--- src/rtl/game_pkg.sv ---
// game_pkg: shared definitions for the coin tracker slice.
//   coin_state_t  - tracker FSM states (IDLE=0, PLAY=1, REVEAL=2, DONE=3)
//   NUM_COINS     - number of coins per level (fixed at 3)
//   count_zeros3  - number of cleared bits in a 3-bit coin mask
package game_pkg;

  typedef enum logic [1:0] {
    IDLE   = 2'd0,
    PLAY   = 2'd1,
    REVEAL = 2'd2,
    DONE   = 2'd3
  } coin_state_t;

  localparam int NUM_COINS = 3;

  // A cleared bit means the coin was collected, so zeros are what we count.
  function automatic logic [1:0] count_zeros3(input logic [2:0] coins);
    logic [1:0] total;
    total = {1'b0, ~coins[0]} + {1'b0, ~coins[1]} + {1'b0, ~coins[2]};
    return total;
  endfunction

endpackage

--- src/rtl/vsync_edge.sv ---
// vsync_edge: brings the VGA vsync (frame_clk) into the Clk domain through a
// two-flop synchroniser and emits a one-Clk pulse on each synchronised rising
// edge.
//   clk        - system clock
//   rst_n      - asynchronous active-low reset
//   async_in   - asynchronous level input (vsync)
//   rise_pulse - registered one-cycle pulse per rising edge of async_in
module vsync_edge (
  input  logic clk,
  input  logic rst_n,
  input  logic async_in,
  output logic rise_pulse
);

  logic sync1_r;
  logic sync2_r;
  logic sync3_r;
  logic rise_r;

  // Synchroniser chain, a history flop for edge detection and the pulse register.
  always_ff @(posedge clk or negedge rst_n) begin
    if (!rst_n) begin
      sync1_r <= 1'b0;
      sync2_r <= 1'b0;
      sync3_r <= 1'b0;
      rise_r  <= 1'b0;
    end else begin
      sync1_r <= async_in;
      sync2_r <= sync1_r;
      sync3_r <= sync2_r;
      rise_r  <= sync2_r & ~sync3_r;
    end
  end

  assign rise_pulse = rise_r;

endmodule

--- src/rtl/coin_tracker.sv ---
// coin_tracker: tracks which of the level's three coins are still uncollected
// and, on a win, reveals one star per REVEAL_FRAMES video frames.
// Optional feature macro: STAR_REVEAL_ANIM_EN. When undefined, a win jumps
// straight to DONE and the final coin mask is shown without animation.
// Ports:
//   Clk             - 50 MHz system clock
//   Reset           - asynchronous active-low reset
//   frame_clk       - VGA vsync, asynchronous
//   level_start     - pulse, (re)starts a level with all coins present
//   coin_hit[2:0]   - per-coin collision pulses
//   game_win        - pulse, player reached the goal
//   game_lose       - pulse, player died
//   CoinStatus[2:0] - 1 = coin/star still drawn as uncollected
//   collected_count - number of collected coins (one cycle behind the mask)
//   reveal_done     - high while in DONE
//   state_out       - FSM state encoding for debug
module coin_tracker
  import game_pkg::*;
#(
  parameter int REVEAL_FRAMES = 30,
  parameter int NUM_COINS     = 3
) (
  input  logic       Clk,
  input  logic       Reset,
  input  logic       frame_clk,
  input  logic       level_start,
  input  logic [2:0] coin_hit,
  input  logic       game_win,
  input  logic       game_lose,
  output logic [2:0] CoinStatus,
  output logic [1:0] collected_count,
  output logic       reveal_done,
  output logic [1:0] state_out
);

  if (NUM_COINS != game_pkg::NUM_COINS) begin : g_bad_num_coins
    $error("coin_tracker: NUM_COINS must be 3");
  end

  if ((REVEAL_FRAMES < 1) || (REVEAL_FRAMES > 255)) begin : g_bad_reveal_frames
    $error("coin_tracker: REVEAL_FRAMES must be in 1..255");
  end

  coin_state_t state_r;
  coin_state_t state_next_s;
  logic [2:0]  coin_r;
  logic [2:0]  coin_next_s;
  logic [2:0]  status_r;
  logic [2:0]  status_next_s;
  logic [1:0]  count_r;
  logic        done_r;
  logic        frame_tick_s;

  vsync_edge u_vsync_edge (
    .clk        (Clk),
    .rst_n      (Reset),
    .async_in   (frame_clk),
    .rise_pulse (frame_tick_s)
  );

`ifdef STAR_REVEAL_ANIM_EN
  localparam logic [7:0] FRAME_LAST = 8'(REVEAL_FRAMES - 1);

  logic [7:0] frame_cnt_r;
  logic [7:0] frame_next_s;
  logic [1:0] shown_r;
  logic [1:0] shown_next_s;
  logic [1:0] coins_won_s;

  // The coin mask is frozen during the reveal, so its zero count is the target.
  assign coins_won_s = count_zeros3(coin_r);

  // Reveal frame counter and number of stars already shown.
  always_ff @(posedge Clk or negedge Reset) begin
    if (!Reset) begin
      frame_cnt_r <= 8'd0;
      shown_r     <= 2'd0;
    end else begin
      frame_cnt_r <= frame_next_s;
      shown_r     <= shown_next_s;
    end
  end
`else
  logic frame_tick_unused_s;
  localparam int REVEAL_FRAMES_UNUSED = REVEAL_FRAMES;
  assign frame_tick_unused_s = frame_tick_s;
`endif

  // Next-state, next coin mask and next displayed status.
  always_comb begin
    state_next_s  = state_r;
    coin_next_s   = coin_r;
    status_next_s = status_r;
`ifdef STAR_REVEAL_ANIM_EN
    frame_next_s  = frame_cnt_r;
    shown_next_s  = shown_r;
`endif
    case (state_r)
      IDLE: begin
        if (level_start) begin
          state_next_s = PLAY;
          coin_next_s  = 3'b111;
        end else begin
          coin_next_s  = coin_r;
        end
        status_next_s = coin_next_s;
      end
      PLAY: begin
        // A restart takes precedence over any hit/win/lose in the same cycle.
        if (level_start) begin
          coin_next_s   = 3'b111;
          status_next_s = 3'b111;
        end else begin
          // Hits landing with game_win still count toward the result.
          coin_next_s   = coin_r & ~coin_hit;
          status_next_s = coin_next_s;
          if (game_win) begin
`ifdef STAR_REVEAL_ANIM_EN
            state_next_s  = REVEAL;
            status_next_s = 3'b111;
            frame_next_s  = 8'd0;
            shown_next_s  = 2'd0;
`else
            state_next_s  = DONE;
`endif
          end else if (game_lose) begin
            state_next_s = IDLE;
          end else begin
            state_next_s = PLAY;
          end
        end
      end
`ifdef STAR_REVEAL_ANIM_EN
      REVEAL: begin
        if (level_start) begin
          state_next_s  = PLAY;
          coin_next_s   = 3'b111;
          status_next_s = 3'b111;
          frame_next_s  = 8'd0;
          shown_next_s  = 2'd0;
        end else if (frame_tick_s) begin
          if (frame_cnt_r == FRAME_LAST) begin
            frame_next_s = 8'd0;
            if (shown_r < coins_won_s) begin
              shown_next_s = shown_r + 2'd1;
            end else begin
              shown_next_s = shown_r;
            end
            // Finish on the period that shows the last star; with no coins
            // this is simply the first full period.
            if (shown_next_s == coins_won_s) begin
              state_next_s = DONE;
            end else begin
              state_next_s = REVEAL;
            end
          end else begin
            frame_next_s = frame_cnt_r + 8'd1;
          end
          status_next_s = 3'b111 << shown_next_s;
        end else begin
          state_next_s = REVEAL;
        end
      end
`endif
      DONE: begin
        if (level_start) begin
          state_next_s  = PLAY;
          coin_next_s   = 3'b111;
          status_next_s = 3'b111;
        end else begin
          state_next_s  = DONE;
        end
      end
      default: begin
        state_next_s  = IDLE;
        coin_next_s   = 3'b111;
        status_next_s = 3'b111;
      end
    endcase
  end

  // Main state, coin mask and registered outputs.
  always_ff @(posedge Clk or negedge Reset) begin
    if (!Reset) begin
      state_r  <= IDLE;
      coin_r   <= 3'b111;
      status_r <= 3'b111;
      count_r  <= 2'd0;
      done_r   <= 1'b0;
    end else begin
      state_r  <= state_next_s;
      coin_r   <= coin_next_s;
      status_r <= status_next_s;
      count_r  <= count_zeros3(coin_r);
      done_r   <= (state_next_s == DONE);
    end
  end

  assign CoinStatus      = status_r;
  assign collected_count = count_r;
  assign reveal_done     = done_r;
  assign state_out       = state_r;

endmodule

--- config.mk ---
export PLATFORM = sky130hd
export DESIGN_NAME = coin_tracker
export DESIGN_NICKNAME = d
export VERILOG_FILES = /design/src/rtl/game_pkg.sv /design/src/rtl/vsync_edge.sv /design/src/rtl/coin_tracker.sv
export SDC_FILE = /design/constraint.sdc
export NUM_CORES = 1
export LEC_CHECK = 0
export ABC_AREA = 1
export BUFFER_PORTS_ARGS = -buffer_cell sky130_fd_sc_hd__buf_2
export CAP_MARGIN = 0
export CELL_PAD_IN_SITES_DETAIL_PLACEMENT = 0
export CELL_PAD_IN_SITES_GLOBAL_PLACEMENT = 1
export CORE_MARGIN = 2
export CORE_UTILIZATION = 36
export CTS_CLUSTER_DIAMETER = 30
export CTS_CLUSTER_SIZE = 40
export DETAILED_ROUTE_END_ITERATION = 10
export PLACE_DENSITY = 0.81
export RECOVER_POWER = 50
export SLEW_MARGIN = 10
export SYNTH_ARGS = -nofsm -noshare
export SYNTH_HDL_FRONTEND = slang
export SYNTH_SLANG_ARGS = --single-unit
--- constraint.sdc ---
create_clock -name Clk -period 1.7 [get_ports Clk]
set_clock_uncertainty 0.1 [all_clocks]
set_input_delay 0.34 -clock Clk [delete_from_list [all_inputs] [get_ports Clk]]
set_output_delay 0.34 -clock Clk [all_outputs]
set_load 0.01 [all_outputs]
== Word-level counts from Yosys, hierarchy flattened ==
Cells that the tools add are included.

* Reductions and logical operators: 2
* Bitwise logic cells: 5
* Equality and inequality tests: 4
* Add/sub/neg operators: 2
* Multiplexer cells: 11

{| class="wikitable"
|+ Operator list
! kind !! count
|-
| two-way mux 3 bit || 3
|-
| case mux 3 bit (3 select lines) || 1
|-
| two-way mux 2 bit || 4
|-
| case mux 2 bit (3 select lines) || 1
|-
| case mux 3 bit (2 select lines) || 1
|-
| == test 2 bit, second input constant || 2
|-
| AND 3 bit || 1
|-
| inverter 1 bit || 3
|-
| inverter 3 bit || 1
|-
| adder 1 x 1 -> 2 bit || 1
|-
| adder 2 x 1 -> 2 bit || 1
|-
| == test 2 x 1 -> 1 bit, second input constant || 1
|-
| zero test 2 bit || 1
|-
| != test 2 bit, second input constant || 1
|-
| OR reduction 2 bit || 1
|-
| two-way mux 1 bit || 1
|}

* Register bits after elaboration: 11
* Input port bits: 9
* Word-level logic and storage cells: 29
* Output and inout port bits: 8

== Depth between registers and ports, before layout ==
Gate-level depths: netlist of the first run.

* Word-level depth: 5
* Gate-level depth with buffers: 8
* Gate-level depth less buffers: 8

== Least setup slack after synthesis of the first run ==
No wires, ideal clock.

* Path type: register to register
* Start: register state_r[0], in the netlist state_out[0]
* End: register state_r[1], in the netlist state_out[1]
* Stages on the path, launching flop included: 9
* Data arrival time: 1,115 ps
* Buffers on the path: 0
* Data required time: 1,484 ps
* Setup slack: 368 ps
* Library setup time: 116 ps
* Cell sequence: dfrtp_1 > inv_1 > ha_1 > nand2_1 > nor2_1 > nor2_1 > nand2_1 > nand2_1 > inv_1

* Cells in the longest elaborated chain, start to end: 2
* Elaborated cells on any way between the ends: 4
* Those cells by class: 2 x eq/ne; 1 x mux; 1 x reduce/logical

{| class="wikitable"
|+ RTL lines
! element !! RTL line !! source
|-
| start: declaration || coin_tracker.sv:44 || <nowiki>coin_state_t state_r;</nowiki>
|-
| start signal: assignment || coin_tracker.sv:191 || <nowiki>state_r <= state_next_s;</nowiki>
|-
| == test 2 bit, or another cell as far along || coin_tracker.sv:98 || <nowiki>case (state_r)</nowiki>
|-
| case mux 2 bit (3 select lines) (*) || coin_tracker.sv:98 ||
|-
| via state_next_s[1] || coin_tracker.sv:45 || <nowiki>coin_state_t state_next_s;</nowiki>
|}

The timed path passes the listed nets; every way through them passes the cells marked *.
A chain may end at the register's enable or synchronous reset.

== Worst setup path in the final report of the first run ==
Ends and elaborated chain as after synthesis.

==> results of run 1 <==
## registers in the layout, summed over array words and instances (netlist names)
signal           cells
coin_r               3
CoinStatus           3
state_out            2
collected_count      2
reveal_done          1
## per-layer routing
layer  up-vias  GRT usage [%]
met5         -              0
met4         0           10.6
met3         5           1.19
met2        15           22.0
met1       229           15.7
li1        259              -
## cell families after synthesis
group | after synthesis
buffers and inverters | 13
DFF | 11
and+or+nand+nor | 37
adders and majority gates | 5
AOI/OAI and AO/OA | 7
## metrics by stage
step,util (%),worst slack (ns),cells,hold slack [ns]
after floorplan,-,0.368,73,-0.0556
after global placement,42.5,0.304,104,0.119
after detailed placement,42.5,0.256,104,0.121
after CTS,44.7,0.254,109,0.253
after global routing,44.5,0.174,109,0.288
final,44.5,0.262,109,0.259
## power by group
part | total [mW] | switching (mW) | internal [mW]
logic | 0.631 | 0.375 | 0.256
clock network | 0.180 | 0.0894 | 0.0910
registers | 0.513 | 0.0746 | 0.438
## critical path: cells and delay by family, from the launching register on
kind / cells / cell delay, ns
flip-flops: 1 / 0.41
AND/OR/NAND/NOR: 5 / 0.39
adder cells (fa/ha/maj): 1 / 0.28
buffers and inverters: 2 / 0.16
## worst paths after layout
check / endpoint / start / slack [ns]
min in group asynchronous: state_out[0] / Reset / 0.47
max reg2reg: state_out[1] / state_out[0] / 0.26
max in group asynchronous: CoinStatus[2] / Reset / 0.65
min: coin_r[0] / coin_hit[0] / 0.26
min reg2reg: CoinStatus[1] / CoinStatus[1] / 0.40
max: state_out[1] / state_out[0] / 0.26
## cells in the final DEF (no fill, tap or decap)
master and n:
nand2_1 13, buf_2 12, inv_1 9, nor2_1 8, nand3_1 7, nor2_2 5, dfrtp_1 5, dfstp_2 4
ha_1 4, clkbuf_1 4, o21ai_1 3, a21oi_1 3, clkbuf_4 3, or2_4 2, dfstp_1 2, or2_1 1
inv_4 1, inv_2 1, nand2_2 1, clkinv_1 1, o21ai_2 1, fa_1 1, dlygate4sd3_1 1
## cell type report
type                            count  area, sq um  share of cell area (%)
Multi-Input combinational cell     49          284                    38.2
Sequential cell                    11          283                    38.0
Timing Repair Buffer               16         81.3                    10.9
Inverter                           12         47.5                    6.40
Clock buffer                        4         26.3                    3.54
Tap cell                           17         21.3                    2.86
## timing repair
action                     CTS  global route
gates resized for setup      0             0
setup endpoints to repair    0             0
hold endpoints to repair     5             0
hold buffers                 1             0
==> metrics.yaml, run 1 <==
drtIter0Drc: 7
grt_max_degree: 12
r2r_cells: 8
antenna_found_initial: 0
p_leak_nw: 0.374
firstDrtPassIters: 4
dpl_cell_area_sq_um: 711
top_layer: "met4"
met1_length_um: 530
critPathMaxStageDelay_ns: 0.41
muxShareOfSynthArea_pct: 0
synth_top_family_by_area: "simple AND/OR/NAND/NOR gates"
whs_path_depth: 4
ys_seq_elements: 11
max_freq_mhz: 696
cts_tree: "yes"
synthTopCellsByArea: "dfstp_2 25%, dfrtp_1 20%, ha_1 8.0%, nand2_1 7.8%, nand3_1 5.6%"
setup_viol: 0
fin_crit_ns: 1.44
synth-compound-area-share_pct: 6.20
antennaDiodeCount: 0
die-area_sq_um: 2090
clock_latency_ns: 0.27
yosys_warnings: 0
cts-htree-levels: 1
required_ns: 1.76
hold_viol: 0
ys.flop_type: "dfstp_2"
powerDensity_nw_per_um2: 1780
initial_core_util_pct: 37.5
fin_crit_sh_pct: 84.6
wire_per_inst_um: 10.6
ant_nets: 0
yosys.area.top_type: "dfstp_2"
avgSynthCellArea_sq_um: 8.57
vias: 508
area_growth_pct: 18.8
cts_root_buf: "clkbuf_4"
timing.max_cap.violations: 0
synth_top_cell_area_share_pct: 25.2
placeableCoreArea_sq_um: 1670
synth_cell_types: 19
relSlewSlack_pct: 62.1
routed_wl_mm: 1.16
netlist_area_sq_um: 626
clk_pin_slew_ns: 0.07
critPathLaunchType: "flip-flop"
cp-end-kind: "flip-flop"
tightest_slew_ns: 0.568
fin_tns_setup_ns: 0
finalMaxSlewViolations: 0
syn_nets: 87
numCtsBuffers: 3
critical_path_class: "flip-flop to flip-flop"
gp_congestion: 0.764
total_power_mw: 1.32
hold_class: "input pin to flip-flop"
synth_cells: 73
grt_overflow_total: 0
grt_setup_unrepaired: "no"
cp.arrival_ns: 1.50
slowest_stage: "dfrtp_1"
status: "finished clean"
wl_met2_um: 548
fp.dieH_um: 45.7
die_w_um: 45.7
cts.sinks: 11
cp_common_cell: "nand2_1"
portBuffers: 15
grt_use_total_pct: 13.4
path_cells: "inv_1 > ha_1 > nand2_1 > nor2_1 > nor2_1 > nand2_1 > nand2_1 > inv_1"
met3_wirelength_um: 37
synth_common_cells: "13 x nand2_1, 9 x inv_1, 8 x nor2_1, 7 x nand3_1, 6 x dfstp_2"
post-route-cell-area_sq_um: 743
max-vdd-ir-drop_mv: 0.510
yosysMostFrequentCell: "nand2_1"
ys_async_sr_fraction_pct: 100
hpwlAfterDp_um: 908
first_global_vias: 440
yosys.area_share.simple_pct: 28.0
grt_pass1_wl_mm: 1.88
crit_fanout: 6
clockBufferDepth: 2
via_per_inst: 4.66
nFillCells: 174
layout.nets: 107
layout-drive-gt1-share_pct: 32.6
ys_seq_area_share_pct: 45.2
synth-edff-count: 0
row_count: 15
num_io_pins: 17
post-route-drc-count: 0
synth_adder_area_share_pct: 11.2
synth-xor-area-share_pct: 0
post_cts_buffers: 0
Power figures use the tool's default switching activity.
==> run 2: changes to the inputs <==
Clock period 1.7 ns to 1.33 ns, I/O delays scaled along.
==> run 2 against run 1 <==
  * Total power grew 41%
  * Clock-buffer cell count is the same
  * Die area did not move
  * Register-to-register slack got worse by 0.23 ns
  * Final area increased by 7.1%
  * Setup slack worse by 0.23 ns
  * Via count increased by 3.0%
  * Final cell count increased by 3.7%
  * Largest power group unchanged
  * Highest routed layer unchanged
==> metrics.yaml, run 2 (synthesized netlist as in run 1, its figures left out) <==
cts_root_buf: "clkbuf_4"
grt_max_degree: 12  # unchanged
mostFrequentLayoutCells: "12 x buf_2, 11 x nand2_1, 7 x nand3_1, 7 x nor2_1"
gp_congestion: 0.805  # +5.4%
area_growth_pct: 27.2
max-vdd-ir-drop_mv: 0.637  # +25%
seqPwrFrac_pct: 35.6  # -3.1 points
cts-htree-levels: 1  # unchanged
cp-end-kind: "flip-flop"
wire_per_inst_um: 10.5  # -1.1%
cts.sinks: 11  # unchanged
seq_area_sq_um: 283  # unchanged
cts_tree: "yes"
p_leak_nw: 0.394  # +5.2%
fin_crit_ns: 1.29  # -0.144 ns
dp_slack_ns: 0.0154  # -0.241 ns
portBuffers: 15  # unchanged
antennaDiodeCount: 0  # unchanged
fin_crit_sh_pct: 97.3  # +13 points
first_global_vias: 444  # +0.91%
placed_cells: 107  # +2.9%
dpl_cell_area_sq_um: 736  # +3.5%
clk_pin_slew_ns: 0.07  # about the same
fp.dieH_um: 45.7  # unchanged
die_w_um: 45.7  # unchanged
power.internal_mw: 1.12  # +43%
final_cells: 113  # +3.7%
post-route-cell-area_sq_um: 796  # +7.1%
p_clk_share_pct: 12.3  # -1.3 points
p_sw_share_pct: 39.9  # -0.78 points
multi_input_area_sq_um: 307  # +7.9%
grt_overflow_total: 0  # unchanged
finalMaxSlewViolations: 0  # unchanged
die-area_sq_um: 2090  # unchanged
max_freq_mhz: 773  # +11%
vias: 523  # +3.0%
nFillCells: 166  # -4.6%
hpwlAfterDp_um: 920  # +1.2%
cp.arrival_ns: 1.36  # -0.14 ns
grt_setup_unrepaired: "yes"
status: "finished clean"
ant_nets: 0  # unchanged
setup_viol: 0  # unchanged
switching_power_mw: 0.745  # +38%
numCtsBuffers: 3  # unchanged
via_per_inst: 4.63  # -0.69%
drtIter0Drc: 15  # +8
total_power_mw: 1.86  # +41%
fin_util_pct: 47.6  # +3.1 points
layout-drive-gt1-share_pct: 44.8  # +12 points
slowest_stage: "dfrtp_1"
final_common_cell: "buf_2"
fin_tns_setup_ns: 0  # unchanged
required_ns: 1.39  # -0.37 ns
clockBufferDepth: 2  # unchanged
antenna_found_initial: 0  # unchanged
placeableCoreArea_sq_um: 1670  # unchanged
layout.nets: 111  # +3.7%
row_count: 15  # unchanged
num_io_pins: 17  # unchanged
setup_ws_ns: 0.0365  # -0.226 ns
firstDrtPassIters: 4  # unchanged
p_comb_share_pct: 52.1  # +4.4 points
grt_pass1_wl_mm: 1.75  # -7.0%
crit_fanout: 5  # -1
path_cells: "inv_2 > ha_4 > nand2_2 > nor2_1 > nor2_1 > nand2_1 > nand2_2 > nor2_2"
critical_path_class: "flip-flop to flip-flop"
routed_wl_mm: 1.19  # +2.5%
hold_class: "input pin to flip-flop"
timing.max_cap.violations: 0  # unchanged
post-route-drc-count: 0  # unchanged
powerDensity_nw_per_um2: 2340  # +32%
hold_ws_ns: 0.188  # -0.0705 ns
clock_latency_ns: 0.27  # about the same
initial_core_util_pct: 37.5  # unchanged
critPathLaunchType: "flip-flop"
relSlewSlack_pct: 60.9  # -1.3 points
critPathMaxStageDelay_ns: 0.43  # +0.02 ns
grt_use_total_pct: 12.6  # -0.74 points
hold_viol: 0  # unchanged
tightest_slew_ns: 0.587  # +0.0188 ns
## run 2: cell count changes in the layout (fill, tap and decap cells not counted), sizes merged
cell,change
buf,+4
## run 2: per-layer routing
layer	global-route usage, %	wire, um	vias to the layer above
met2	18.9	584	15
met1	14.7	525	231
met4	12.4	44	0
met3	2.38	33	5
li1	-	-	272
met5	0	0	-
## run 2: path summary, 6_finish.rpt
path / start / end / slack [ns] / depth (start not counted)
worst max-delay path: state_out[0] / reveal_done / 0.04 / 8
worst min register to register: CoinStatus[0] / CoinStatus[0] / 0.40 / 2
worst min-delay path: coin_hit[2] / coin_r[2] / 0.19 / 4
worst max register to register: state_out[0] / reveal_done / 0.04 / 8
max in group asynchronous: Reset / collected_count[0] / 0.35 / 2
min in group asynchronous: Reset / state_out[1] / 0.40 / 2
## run 2: power groups by stage
stage / sequential [mW] / combinational (mW) / clock (mW)
2_1_floorplan: 0.729 / 0.537 / 0
5_1_grt: 0.686 / 1.10 / 0.248
3_5_place_dp: 0.672 / 0.890 / 0
4_1_cts: 0.665 / 0.895 / 0.238
3_3_place_gp: 0.664 / 0.876 / 0
6_report: 0.664 / 0.972 / 0.229
## run 2: worst max-delay path: cells and delay by family (launching register included)
family,cells,cell delay (ns)
simple gates,6,0.40
fa+ha+maj,1,0.17
flops,1,0.43
buf+inv,1,0.08
## run 2: what timing repair did
| action | in CTS | in global routing |
|---|---|---|
| setup buffers | 0 | 1 |
| endpoints found under the hold margin | 11 | 0 |
| resized for setup | 0 | 8 |
| hold buffers | 1 | 0 |
| setup endpoints to repair | 0 | 6 |
## run 2: final cells by class
type	count	share of cell area, %
inverter	12	5.97
tap	17	2.67
sequential	11	35.5
timing repair buffer	20	14.0
clock buffer	4	3.30
multi-input combinational	49	38.5
==> run 3: changes to the inputs <==
Clock period 1.33 ns to 1.4 ns, I/O delays scaled along.
==> run 3 against run 2 <==
  * Final cell count fell by 0.88%
  * Fmax fell by 1.8%
  * Clock-buffer cell count did not move
  * Die area did not move
  * Critical path depth did not move
  * Final area fell by 3.3%
  * Register-to-register slack improved by 0.05 ns
  * Hold slack improved by 0.025 ns
  * Via count fell by 3.8%
==> metrics.yaml, run 3 (synthesized netlist as in run 1, its figures left out) <==
status: "finished clean"
cts-htree-levels: 1  # unchanged
post-route-cell-area_sq_um: 769  # -3.3%
critPathLaunchType: "flip-flop"
tightest_slew_ns: 0.574  # -0.0125 ns
final_common_cell: "nand2_1"
clk_pin_slew_ns: 0.07  # about the same
first_global_vias: 478  # +7.7%
ant_nets: 0  # unchanged
cp_common_cell: "nand2_1"
critPathMaxStageDelay_ns: 0.44  # about the same
die-area_sq_um: 2090  # unchanged
cts_tree: "yes"
drtIter0Drc: 9  # -6
clock_latency_ns: 0.27  # about the same
grt_setup_unrepaired: "no"
path_cells: "inv_2 > ha_2 > nand2_1 > nor2_1 > nor2_1 > nand2_1 > nand2_1 > nor2_2"
clockBufferDepth: 2  # unchanged
via_per_inst: 4.49  # -3.0%
p_leak_nw: 0.384  # -2.3%
routed_wl_mm: 1.18  # -0.51%
met1_length_um: 520  # -0.95%
powerDensity_nw_per_um2: 2200  # -6.0%
met3_wirelength_um: 55  # +67%
grt_max_degree: 12  # unchanged
cp.arrival_ns: 1.42  # +0.06 ns
cts_root_buf: "clkbuf_4"
wire_per_inst_um: 10.5  # +0.38%
dpl_cell_area_sq_um: 733  # -0.34%
initial_core_util_pct: 37.5  # unchanged
die_w_um: 45.7  # unchanged
num_io_pins: 17  # unchanged
antenna_found_initial: 0  # unchanged
cts.sinks: 11  # unchanged
grt_use_total_pct: 13.7  # +1.1 points
top_layer: "met4"
hold_viol: 0  # unchanged
timing.max_cap.violations: 0  # unchanged
numCtsBuffers: 3  # unchanged
wl_met2_um: 582  # -0.34%
fp.dieH_um: 45.7  # unchanged
hold_class: "input pin to flip-flop"
fin_crit_ns: 1.32  # +0.0238 ns
relSlewSlack_pct: 61.7  # +0.84 points
crit_fanout: 5  # unchanged
placeableCoreArea_sq_um: 1670  # unchanged
fin_tns_setup_ns: 0  # unchanged
fin_crit_sh_pct: 94.1  # -3.2 points
firstDrtPassIters: 4  # unchanged
layout.nets: 110  # -0.90%
required_ns: 1.50  # +0.11 ns
max_freq_mhz: 759  # -1.8%
grt_overflow_total: 0  # unchanged
vias: 503  # -3.8%
setup_viol: 0  # unchanged
row_count: 15  # unchanged
portBuffers: 15  # unchanged
critical_path_class: "flip-flop to flip-flop"
post-route-drc-count: 0  # unchanged
layout-drive-gt1-share_pct: 37.9  # -6.9 points
area_growth_pct: 23.0
finalMaxSlewViolations: 0  # unchanged
grt_pass1_wl_mm: 1.95  # +11%
mostFrequentLayoutCells: "13 x nand2_1, 11 x buf_2, 8 x inv_1, 7 x nand3_1, 7 x nor2_1"
cp-end-kind: "flip-flop"
antennaDiodeCount: 0  # unchanged
hpwlAfterDp_um: 939  # +2.1%
gp_congestion: 0.764  # -5.2%
slowest_stage: "dfrtp_1"
max-vdd-ir-drop_mv: 0.666  # +4.5%
==> run 3: cell types whose count changed in the layout (fill, tap and decap cells not counted), sizes merged <==
cell    delta
buf        -2
clkbuf     +1
==> run 3: final timing paths <==
kind                          startpoint  depth (start not counted)             to  slack, ns
max in group asynchronous          Reset                          2  CoinStatus[2]       0.41
max reg2reg                 state_out[1]                          8    reveal_done       0.08
min                          coin_hit[1]                          4      coin_r[1]       0.21
min reg2reg                CoinStatus[1]                          2  CoinStatus[1]       0.40
max                         state_out[1]                          8    reveal_done       0.08
min in group asynchronous          Reset                          2   state_out[1]       0.41
==> run 3: timing repair <==
item / 4_1_cts / 5_1_grt
buffers inserted: 0 / 0
hold buffers: 1 / 0
resized for setup: 0 / 3
endpoints found under the setup margin: 0 / 6
hold endpoints to repair: 5 / 0
==> run 3: power breakdown <==
part | internal, mW | total, mW | leakage (nW) | switching (mW)
combinational | 0.371 | 0.849 | 0.244 | 0.478
sequential | 0.536 | 0.630 | 0.125 | 0.0937
clock | 0.110 | 0.217 | 0.0150 | 0.106
total | 1.02 | 1.70 | 0.384 | 0.678
==> run 3: per-stage QoR <==
stage | hold slack (ns) | setup slack (ns) | utilization (%) | total power [mW] | cells
after CTS | 0.210 | 0.0506 | 46.1 | 1.71 | 112
final | 0.213 | 0.0827 | 46.1 | 1.70 | 112
after global placement | 0.0583 | 0.0764 | 43.9 | 1.46 | 107
after detailed placement | 0.0610 | 0.0640 | 43.9 | 1.48 | 107
after global routing | 0.240 | 0.0156 | 46.1 | 1.85 | 112
after floorplan | -0.116 | 0.0685 | - | 1.20 | 73
==> run 3: area by class of cell <==
cell class	count	area (sq um)
clock buffers	4	26.3
fillers	186	901
flip-flops and latches	11	283
multi-input cells	49	289
inverters	12	47.5
repair buffers	19	103
well taps	17	21.3
==> run 3: worst max-delay path: cells and delay by family, from the launching register on <==
kind / cells / cell delay, ns
flip-flops: 1 / 0.44
buffers and inverters: 1 / 0.09
adder cells (fa/ha/maj): 1 / 0.19
AND/OR/NAND/NOR: 6 / 0.42
==> run 3: layer usage <==
metal / GRT usage, % / vias to the layer above
met5: 0 / -
met4: 12.4 / 0
met3: 1.59 / 2
met2: 21.4 / 14
met1: 16.2 / 218
li1: - / 269
